### src/rtl/pong_pkg.sv
// Shared game-state encoding, playfield geometry constants and default tuning values
// for the pong game controller and its paddle sub-block.
package pong_pkg;

  typedef enum logic [2:0] {
    ST_IDLE     = 3'd0,
    ST_SERVE    = 3'd1,
    ST_PLAY     = 3'd2,
    ST_POINT    = 3'd3,
    ST_GAMEOVER = 3'd4
  } state_t;

  localparam int DEF_H_ACTIVE    = 640;
  localparam int DEF_V_ACTIVE    = 480;
  localparam int DEF_PADDLE_H    = 64;
  localparam int DEF_BALL_SZ     = 8;
  localparam int DEF_PADDLE_STEP = 4;
  localparam int DEF_BALL_SPEED  = 2;
  localparam int DEF_WIN_SCORE   = 7;
  localparam int DEF_SERVE_DELAY = 60;

  // Left paddle occupies x 16..23, so its face is column 24; the right paddle
  // mirrors it with its face at H_ACTIVE-PAD2_INSET.
  localparam int PADDLE_W   = 8;
  localparam int PAD1_X     = 16;
  localparam int PAD1_FACE  = PAD1_X + PADDLE_W;
  localparam int PAD2_INSET = 24;

endpackage

### src/rtl/pong_paddle.sv
// One paddle's vertical position: moves a fixed step per enabled update,
// saturating at the top and bottom of the visible area; opposing buttons cancel.
module pong_paddle
  import pong_pkg::*;
#(
  parameter int V_ACTIVE    = DEF_V_ACTIVE,
  parameter int PADDLE_H    = DEF_PADDLE_H,
  parameter int PADDLE_STEP = DEF_PADDLE_STEP
) (
  input  logic       clk,
  input  logic       rst,
  input  logic       en,
  input  logic       up,
  input  logic       dn,
  output logic [9:0] y
);

  localparam logic signed [10:0] Y_MAX = 11'(V_ACTIVE - PADDLE_H);
  localparam logic signed [10:0] Y_RST = 11'((V_ACTIVE - PADDLE_H) / 2);
  localparam logic signed [10:0] STEP  = 11'(PADDLE_STEP);

  logic signed [10:0] pos;
  logic signed [10:0] pos_nx;

  always_comb begin
    pos_nx = pos;
    if (en && (up != dn)) begin
      if (up) pos_nx = (pos - STEP < 11'sd0) ? 11'sd0 : pos - STEP;
      else    pos_nx = (pos + STEP > Y_MAX) ? Y_MAX : pos + STEP;
    end
  end

  always_ff @(posedge clk) begin
    if (rst) pos <= Y_RST;
    else     pos <= pos_nx;
  end

  assign y = pos[9:0];

endmodule

### src/rtl/pong_game_ctrl.sv
// Pong game controller: serve/play/score state machine, ball motion with wall and
// paddle bounces, and two paddles, all advancing once per enabled frame tick.
module pong_game_ctrl
  import pong_pkg::*;
#(
  parameter int H_ACTIVE    = DEF_H_ACTIVE,
  parameter int V_ACTIVE    = DEF_V_ACTIVE,
  parameter int PADDLE_H    = DEF_PADDLE_H,
  parameter int BALL_SZ     = DEF_BALL_SZ,
  parameter int PADDLE_STEP = DEF_PADDLE_STEP,
  parameter int BALL_SPEED  = DEF_BALL_SPEED,
  parameter int WIN_SCORE   = DEF_WIN_SCORE,
  parameter int SERVE_DELAY = DEF_SERVE_DELAY
) (
  input  logic       clk,
  input  logic       rst,
  input  logic       clk_en,
  input  logic       frame_tick,
  input  logic       serve,
  input  logic       p1_up,
  input  logic       p1_dn,
  input  logic       p2_up,
  input  logic       p2_dn,
  output logic [9:0] ball_x,
  output logic [9:0] ball_y,
  output logic [9:0] pad1_y,
  output logic [9:0] pad2_y,
  output logic [3:0] score1,
  output logic [3:0] score2,
  output logic [2:0] state
);

  localparam int CNT_W = (SERVE_DELAY > 1) ? $clog2(SERVE_DELAY) : 1;
  localparam logic [CNT_W-1:0]   CNT_LAST = CNT_W'(SERVE_DELAY - 1);
  localparam logic signed [10:0] X_CTR  = 11'((H_ACTIVE - BALL_SZ) / 2);
  localparam logic signed [10:0] Y_CTR  = 11'((V_ACTIVE - BALL_SZ) / 2);
  localparam logic signed [10:0] X_MAX  = 11'(H_ACTIVE - BALL_SZ);
  localparam logic signed [10:0] Y_MAX  = 11'(V_ACTIVE - BALL_SZ);
  localparam logic signed [10:0] FACE_L = 11'(PAD1_FACE);
  localparam logic signed [10:0] FACE_R = 11'(H_ACTIVE - PAD2_INSET);
  localparam logic signed [10:0] BSZ    = 11'(BALL_SZ);
  localparam logic signed [10:0] PH     = 11'(PADDLE_H);
  localparam logic signed [10:0] SPD    = 11'(BALL_SPEED);
  localparam logic [3:0]         WIN    = 4'(WIN_SCORE);

  state_t             cur_state, state_nx;
  logic signed [10:0] bx, by, bx_nx, by_nx, nx, ny;
  logic signed [10:0] pad1_s, pad2_s;
  logic               dx_neg, dy_neg, dx_nx, dy_nx;
  logic               p1_pt, p1_pt_nx;
  logic [3:0]         s1, s2, s1_nx, s2_nx;
  logic [CNT_W-1:0]   cnt, cnt_nx;
  logic               upd, pad_en, hit_l, hit_r;

  assign upd    = clk_en && frame_tick;
  assign pad_en = upd && (cur_state != ST_GAMEOVER);
  assign pad1_s = {1'b0, pad1_y};
  assign pad2_s = {1'b0, pad2_y};
  assign nx     = dx_neg ? bx - SPD : bx + SPD;
  assign ny     = dy_neg ? by - SPD : by + SPD;

  // Paddle spans are taken before this update's paddle move is applied.
  assign hit_l = dx_neg && (bx >= FACE_L) && (nx <= FACE_L)
                 && (by < pad1_s + PH) && (by + BSZ > pad1_s);
  assign hit_r = !dx_neg && (bx + BSZ <= FACE_R) && (nx + BSZ >= FACE_R)
                 && (by < pad2_s + PH) && (by + BSZ > pad2_s);

  always_comb begin
    state_nx = cur_state;
    bx_nx    = bx;
    by_nx    = by;
    dx_nx    = dx_neg;
    dy_nx    = dy_neg;
    p1_pt_nx = p1_pt;
    s1_nx    = s1;
    s2_nx    = s2;
    cnt_nx   = cnt;
    case (cur_state)
      ST_IDLE: if (clk_en && serve) begin
        state_nx = ST_SERVE;
        cnt_nx   = '0;
        bx_nx    = X_CTR;
        by_nx    = Y_CTR;
      end
      ST_SERVE: begin
        bx_nx = X_CTR;
        by_nx = Y_CTR;
        if (upd) begin
          if (cnt == CNT_LAST) begin
            state_nx = ST_PLAY;
            cnt_nx   = '0;
          end else begin
            cnt_nx = cnt + 1'b1;
          end
        end
      end
      ST_PLAY: if (upd) begin
        if (ny <= 11'sd0) begin
          by_nx = 11'sd0;
          dy_nx = 1'b0;
        end else if (ny >= Y_MAX) begin
          by_nx = Y_MAX;
          dy_nx = 1'b1;
        end else begin
          by_nx = ny;
        end
        if (hit_l) begin
          bx_nx = FACE_L;
          dx_nx = 1'b0;
        end else if (hit_r) begin
          bx_nx = FACE_R - BSZ;
          dx_nx = 1'b1;
        end else if (nx <= 11'sd0) begin
          bx_nx    = 11'sd0;
          s2_nx    = (s2 >= WIN) ? WIN : s2 + 4'd1;
          p1_pt_nx = 1'b0;
          state_nx = ST_POINT;
        end else if (nx >= X_MAX) begin
          bx_nx    = X_MAX;
          s1_nx    = (s1 >= WIN) ? WIN : s1 + 4'd1;
          p1_pt_nx = 1'b1;
          state_nx = ST_POINT;
        end else begin
          bx_nx = nx;
        end
      end
      ST_POINT: if (upd) begin
        if ((p1_pt ? s1 : s2) >= WIN) begin
          state_nx = ST_GAMEOVER;
        end else begin
          // Serve travels toward the player who just lost the point.
          state_nx = ST_SERVE;
          cnt_nx   = '0;
          bx_nx    = X_CTR;
          by_nx    = Y_CTR;
          dx_nx    = !p1_pt;
        end
      end
      ST_GAMEOVER: if (clk_en && serve) begin
        state_nx = ST_SERVE;
        cnt_nx   = '0;
        bx_nx    = X_CTR;
        by_nx    = Y_CTR;
        s1_nx    = '0;
        s2_nx    = '0;
      end
      default: state_nx = ST_IDLE;
    endcase
  end

  always_ff @(posedge clk) begin
    if (rst) begin
      cur_state <= ST_IDLE;
      bx        <= X_CTR;
      by        <= Y_CTR;
      dx_neg    <= 1'b0;
      dy_neg    <= 1'b0;
      p1_pt     <= 1'b0;
      s1        <= '0;
      s2        <= '0;
      cnt       <= '0;
    end else begin
      cur_state <= state_nx;
      bx        <= bx_nx;
      by        <= by_nx;
      dx_neg    <= dx_nx;
      dy_neg    <= dy_nx;
      p1_pt     <= p1_pt_nx;
      s1        <= s1_nx;
      s2        <= s2_nx;
      cnt       <= cnt_nx;
    end
  end

  pong_paddle #(.V_ACTIVE(V_ACTIVE), .PADDLE_H(PADDLE_H), .PADDLE_STEP(PADDLE_STEP)) u_pad1 (
    .clk(clk), .rst(rst), .en(pad_en), .up(p1_up), .dn(p1_dn), .y(pad1_y)
  );

  pong_paddle #(.V_ACTIVE(V_ACTIVE), .PADDLE_H(PADDLE_H), .PADDLE_STEP(PADDLE_STEP)) u_pad2 (
    .clk(clk), .rst(rst), .en(pad_en), .up(p2_up), .dn(p2_dn), .y(pad2_y)
  );

  assign ball_x = bx[9:0];
  assign ball_y = by[9:0];
  assign score1 = s1;
  assign score2 = s2;
  assign state  = cur_state;

endmodule

### config.mk
export PLATFORM = sky130hd
export DESIGN_NAME = pong_game_ctrl
export DESIGN_NICKNAME = d
export VERILOG_FILES = /design/src/rtl/pong_pkg.sv /design/src/rtl/pong_paddle.sv /design/src/rtl/pong_game_ctrl.sv
export SDC_FILE = /design/constraint.sdc
export NUM_CORES = 1
export LEC_CHECK = 0
export CORE_MARGIN = 1
export CORE_UTILIZATION = 35
export DETAILED_ROUTE_END_ITERATION = 8
export PLACE_DENSITY = 0.66
export SYNTH_ARGS = -nofsm -noshare
export SYNTH_HDL_FRONTEND = slang
export SYNTH_SLANG_ARGS = --single-unit
export TNS_END_PERCENT = 10
### constraint.sdc
create_clock -name clk -period 3.8 [get_ports clk]
set_input_delay 1.14 -clock clk [delete_from_list [all_inputs] [get_ports clk]]
set_output_delay 1.14 -clock clk [all_outputs]
set_load 0.005 [all_outputs]
== Yosys cells after proc, flatten, opt, wreduce, memory -nomap -nowiden ==
Index checks and enable logic that the tools add are counted.
Widths: inputs -> output; s select.

* Register bits: 64
* Output and inout bits: 51
* Logic and storage cells: 167

* Add/subtract/negate cells: 16
* $lt $le $gt $ge: 19
* Eq/ne operators: 22
* Multiplexer cells: 66
* Bitwise operators: 2
* Reduce and logical (&&, ||, !) cells: 31

{| class="wikitable"
|+ Operators with widths
! kind !! count
|-
| $mux 11 || 22
|-
| $pmux 11 s4 || 2
|-
| $mux 4 || 13
|-
| $add 11x5->11 const B || 3
|-
| $mux 3 || 10
|-
| $mux 6 || 5
|-
| $add 10x7->11 const B || 2
|-
| $add 11x3->11 const B || 2
|-
| $add 11x4->11 const B || 2
|-
| $ge 11x11->1 const B || 2
|-
| $gt 11x10->1 const B || 2
|-
| $gt 11x11->1 || 2
|-
| $le 11x1->1 const B || 2
|-
| $lt 11x1->1 const B || 2
|-
| $lt 11x11->1 || 2
|-
| $ne 2x2->1 const B || 11
|-
| $sub 11x3->11 const B || 2
|-
| $sub 11x4->11 const B || 2
|-
| $reduce_and 5->1 || 4
|-
| $pmux 6 s3 || 1
|-
| $pmux 4 s2 || 2
|-
| $logic_and 1x1->1 || 13
|-
| $ge 4x3->1 const B || 3
|-
| $pmux 3 s4 || 1
|-
| 26 further kinds || 44
|}

== Logic depth before layout (Yosys ltp) ==
* Depth in word-level cells: 11
* Gate-level depth with buffers: 15

== Cells and area by module ==
A second synthesis with hierarchy kept.

* Cell total of the unflattened synthesis: 821
* Area total of the unflattened synthesis: 6242.2 µm²

{| class="wikitable"
|+ Modules (own cells, without submodules)
! module !! instances !! cells each !! area each (µm²) !! sequential area each (µm²)
|-
| pong_game_ctrl || 1 || 551 || 4262.8 || 800.8
|-
| pong_paddle || 2 || 135 || 989.7 || 180.2
|}

== Least setup slack after synthesis ==
No wires, ideal clock.

* Kind: register to register
* Start point: register dx_neg
* End point: register s1[0], in the netlist score1[0]
* Arrival: 2904 ps
* Path slack: 780 ps
* Cell stages (with the launch flop): 12
* Path buffers: 0
* Period minus slack after synthesis: 3020 ps
* Cells stage by stage: dfxtp_1 > inv_1 > fa_1 > nand2b_1 > a21oi_1 > a21oi_1 > xor2_1 > or3_1 > a31o_2 > nand4b_4 > or3_1 > and3_1

* Word-level cells in the longest chain between the ends: 8
* Elaborated cells on any way between the ends: 20

{| class="wikitable"
|+ Ends and longest elaborated chain
! what !! RTL line !! RTL
|-
| start, declared || pong_game_ctrl.sv:49 || <nowiki>logic dx_neg, dy_neg, dx_nx, dy_nx;</nowiki>
|-
| start signal, assigned || pong_game_ctrl.sv:166 || <nowiki>dx_neg <= dx_nx;</nowiki>
|-
| $mux 11 || pong_game_ctrl.sv:59 || <nowiki>assign nx = dx_neg ? bx - SPD : bx + SPD;</nowiki>
|-
| $add 11x5->11 || pong_game_ctrl.sv:65 || <nowiki>assign hit_r = !dx_neg && (bx + BSZ <= FACE_R) && (nx + BSZ >= FACE_R)</nowiki>
|-
| $ge 11x11->1 || pong_game_ctrl.sv:65 ||
|-
| $logic_and 1x1->1 || pong_game_ctrl.sv:65 ||
|-
| $logic_and 1x1->1 (2 in a row) || pong_game_ctrl.sv:66 || <nowiki>&& (by < pad2_s + PH) && (by + BSZ > pad2_s);</nowiki>
|-
| $ne 2x2->1 (no source line) || n/a ||
|-
| $reduce_and 7->1 (no source line) * || n/a ||
|-
| end signal, assigned || pong_game_ctrl.sv:169 || <nowiki>s1 <= s1_nx;</nowiki>
|-
| end, declared || pong_game_ctrl.sv:51 || <nowiki>logic [3:0] s1, s2, s1_nx, s2_nx;</nowiki>
|}

Mark *: on every way between the ends. The rest lies on a longest branch, timed or not.
A chain may end at the register's enable or synchronous reset.

== Worst setup path in the final report ==
* Start point: register dx_neg
* End point: register bx[1]

* Word-level cells in the longest chain between the ends: 10
* Elaborated cells on any way between the ends: 21

{| class="wikitable"
|+ Ends and longest elaborated chain
! what !! RTL line !! RTL
|-
| $mux 11 || pong_game_ctrl.sv:59 ||
|-
| $add 11x5->11 || pong_game_ctrl.sv:65 ||
|-
| $ge 11x11->1 || pong_game_ctrl.sv:65 ||
|-
| $logic_and 1x1->1 || pong_game_ctrl.sv:65 ||
|-
| $logic_and 1x1->1 (2 in a row) || pong_game_ctrl.sv:66 ||
|-
| $mux 11 || pong_game_ctrl.sv:110 || <nowiki>end else if (hit_r) begin</nowiki>
|-
| $mux 11 * || pong_game_ctrl.sv:107 || <nowiki>if (hit_l) begin</nowiki>
|-
| $mux 11 * || pong_game_ctrl.sv:97 || <nowiki>ST_PLAY: if (upd) begin</nowiki>
|-
| $pmux 11 s4 * || pong_game_ctrl.sv:78 || <nowiki>case (cur_state)</nowiki>
|-
| end signal, assigned || pong_game_ctrl.sv:164 || <nowiki>bx <= bx_nx;</nowiki>
|-
| end, declared || pong_game_ctrl.sv:47 || <nowiki>logic signed [10:0] bx, by, bx_nx, by_nx, nx, ny;</nowiki>
|}

Mark *: on every way between the ends. The rest lies on a longest branch, timed or not. The select of a mux whose other input is x is not followed.

==> impl_metrics.ini <==
[route]
num_vias = 5584
routed.top_layer = met4
dr_wl_met3_um = 959
ant_nets = 0
avgRoutedWirePerCell_um = 15.13
drc = 0
drt_wl_total_um = 15220
first_pass_iters = 5
drt_iter0_drc = 260
dr_wl_met2_um = 6867
met1_length_um = 7226
viasPerCell = 5.551

[clocking]
cts_setup_buffers = 0
clk_pin_slew_ns = 0.06
cts_resized = 0
cts_hold_buffers = 0
cts_inserted_buffers = 9
insertion_delay_ns = 0.34
clock_path_buffers = 2
ctsRootBufferMaster = clkbuf_16
cts_sinks = 58
htreeDepth = 3
cts_tree = done

[layout]
postLayoutCellArea_mm2 = 0.006628
fin_util_pct = 41.42
num-nets-final = 859
finalNonFillerCells = 1006
area_delta_synth_final_pct = 14.88
layout-drive-gt1-share_pct = 7.342
n_antenna_cell = 0

[pwr]
p_per_area_mw_per_mm2 = 253.5
p_leak_uw = 0.002631
peakVddDrop_mv = 0.2018

[timing]
hold_viol = 0
finalSetupViolCount = 0
fmax_mhz = 287.5
fin_crit_ns = 3.478
slew_violations = 0
max-slew-margin-rel_pct = 61.93
fin_skew_ns = 0.005445
tightest_slew_ns = 0.5683
fin_crit_sh_pct = 91.54

[yosys]
netlist_instances = 764
ys_ff_latch = 58
syn_avg_cell_area_um2 = 7.551
async_flop_share_pct = 0
syn-cell-area_mm2 = 0.005769
synth_edf_count = 0
ys_types = 73
yosysSeqAreaShare_pct = 20.13
yosysWarnings = 0
synth-main-ff-cell = dfxtp_1

[hold_path]
hold_class = flop to flop
hold_start = cnt[5]

[die]
dieArea_mm2 = 0.01700
die_h_um = 130.4
die_w_um = 130.4
core_mm2 = 0.01600
start_util_pct = 36.06
io_pins = 60
row_count = 46

[worst_setup_path]
cp-end-kind = flop
crit_required_ns = 4.06
crit_type = flop to flop
crit_path_start = dx_neg
timing.rr.start = dx_neg
worst-r2r-setup-slack_ns = 0.32
cp.arrival_ns = 3.73
crit_fanout = 11
crit_path_start_kind = flop

[placed_design]
placed_area_mm2 = 0.006322
port_buffers = 53
gp_congestion = 0.9263
dp_hpwl_um = 11650
post-place-cells = 990

[grt]
grt_pass1_vias = 5185
grt_start_max_net_pins = 37
grt_pass1_wl_um = 25530
grt-ovfl-total = 0
track_usage_pct = 18.91
antenna_found_initial = 0

[outcome]
outcome = completed

[job]
cap_violations = 0
-- Yosys cell counts (3+ instances only) --
cell | count | area [um2]
nor2_1 | 73 | 274.0
ha_1 | 63 | 788.3
dfxtp_1 | 58 | 1161
a21oi_1 | 51 | 255.2
nand2_1 | 51 | 191.4
inv_1 | 47 | 176.4
o21ai_0 | 44 | 220.2
buf_4 | 40 | 300.3
nand3_1 | 36 | 180.2
xnor2_1 | 31 | 271.5
clkbuf_1 | 23 | 86.33
nand4_1 | 18 | 112.6
a211oi_1 | 17 | 127.6
or3_1 | 15 | 93.84
nand2b_1 | 13 | 81.33
o22ai_1 | 13 | 81.33
xor2_1 | 12 | 105.1
nor3_1 | 10 | 50.05
a21o_1 | 9 | 67.56
and3_1 | 9 | 56.30
and2_1 | 8 | 50.05
o21a_1 | 8 | 60.06
a31oi_1 | 7 | 43.79
or2_2 | 7 | 43.79
nor2b_1 | 6 | 37.54
o211ai_1 | 6 | 45.04
o31ai_1 | 6 | 45.04
a221o_1 | 5 | 50.05
nor4_1 | 5 | 31.28
o41ai_1 | 5 | 43.79
a22oi_1 | 3 | 22.52
and4_1 | 3 | 26.28
mux2i_1 | 3 | 30.03
o221ai_1 | 3 | 26.28
o22a_1 | 3 | 26.28
-- cell families after synthesis --
family,share of synthesized area [%]
DFF,20.13
AOI/OAI and AO/OA,24.79
xor gates and xnor gates,6.528
adders and majority gates,14.36
and+or+nand+nor,23.53
other,0.06500
muxes,0.7157
buffers and inverters,9.889
-- sequential cells by signal, indices dropped and copies added (netlist names) --
register	cells
bx	10
by	10
cnt	6
dx_neg	1
dy_neg	1
p1_pt	1
score1	4
score2	4
state	3
u_pad1.pos	9
u_pad2.pos	9
-- per-layer routing --
metal / vias up / global-route usage [%]
met5: - / 0
met4: 0 / 5.206
met3: 14 / 3.257
met2: 176 / 31.10
met1: 2602 / 25.45
li1: 2792 / -
-- worst paths after layout --
| path | to | cells past startpoint |
|---|---|---|
| setup / recovery | bx[1] | 11 |
| hold / removal | cnt[5] | 2 |
| setup reg to reg | bx[1] | 11 |
| hold reg to reg | cnt[5] | 2 |
-- power by group --
group          total [uW]  internal, uW  leakage (uW)  switching (uW)
sequential            638           618      0.000469            19.7
clock                 817           505      0.000145             311
combinational         225          96.4       0.00202             129
-- cells in the final DEF, fill, tap and decap left out, types with 9 or more instances in the layout --
cell | netlist | routed
nor2_1 | 73 | 73
ha_1 | 63 | 63
dfxtp_1 | 58 | 55
clkdlybuf4s50_1 | 0 | 53
nand2_1 | 51 | 51
a21oi_1 | 51 | 51
inv_1 | 47 | 47
o21ai_0 | 44 | 44
nand3_1 | 36 | 36
xnor2_1 | 31 | 31
nand4_1 | 18 | 18
a211oi_1 | 17 | 17
buf_4 | 40 | 17
or3_1 | 15 | 15
o22ai_1 | 13 | 13
nand2b_1 | 13 | 13
xor2_1 | 12 | 12
nor3_1 | 10 | 10
and3_1 | 9 | 9
a21o_1 | 9 | 9
clkbuf_16 | 0 | 9
-- worst max-delay path, cell delays in order (launching register included) --
cell	delay (ns)
dfxtp_1	0.62
inv_1	0.18
fa_1	0.42
nand2b_1	0.18
a21oi_1	0.22
o21ai_0	0.11
o2bb2ai_1	0.19
and4_1	0.22
a31oi_1	0.44
nand4_1	0.26
or3_1	0.36
a21oi_1	0.18
-- area by class of cell --
type / instances / area, um2
Sequential cell: 58 / 1165
Fill cell: 1698 / 9373
Timing Repair Buffer: 70 / 658.1
Inverter: 47 / 176.4
Clock buffer: 9 / 225.2
Clock inverter: 7 / 70.07
Multi-Input combinational cell: 599 / 4063
Tap cell: 216 / 270.3
-- metrics by stage --
stage | TNS [ns] | total power (uW) | hold slack (ns) | setup slack, ns
3_3_place_gp | 0 | 869.9 | 0.4776 | 0.1693
6_report | 0 | 1680 | 0.4888 | 0.3216
5_1_grt | -0.006757 | 1754 | 0.5092 | -0.006757
3_5_place_dp | 0 | 872.4 | 0.4874 | 0.1798
4_1_cts | 0 | 1690 | 0.4939 | 0.1506
2_1_floorplan | 0 | 813.2 | 0.4584 | 0.7803
Note: power is estimated with default switching activity, not from simulation.
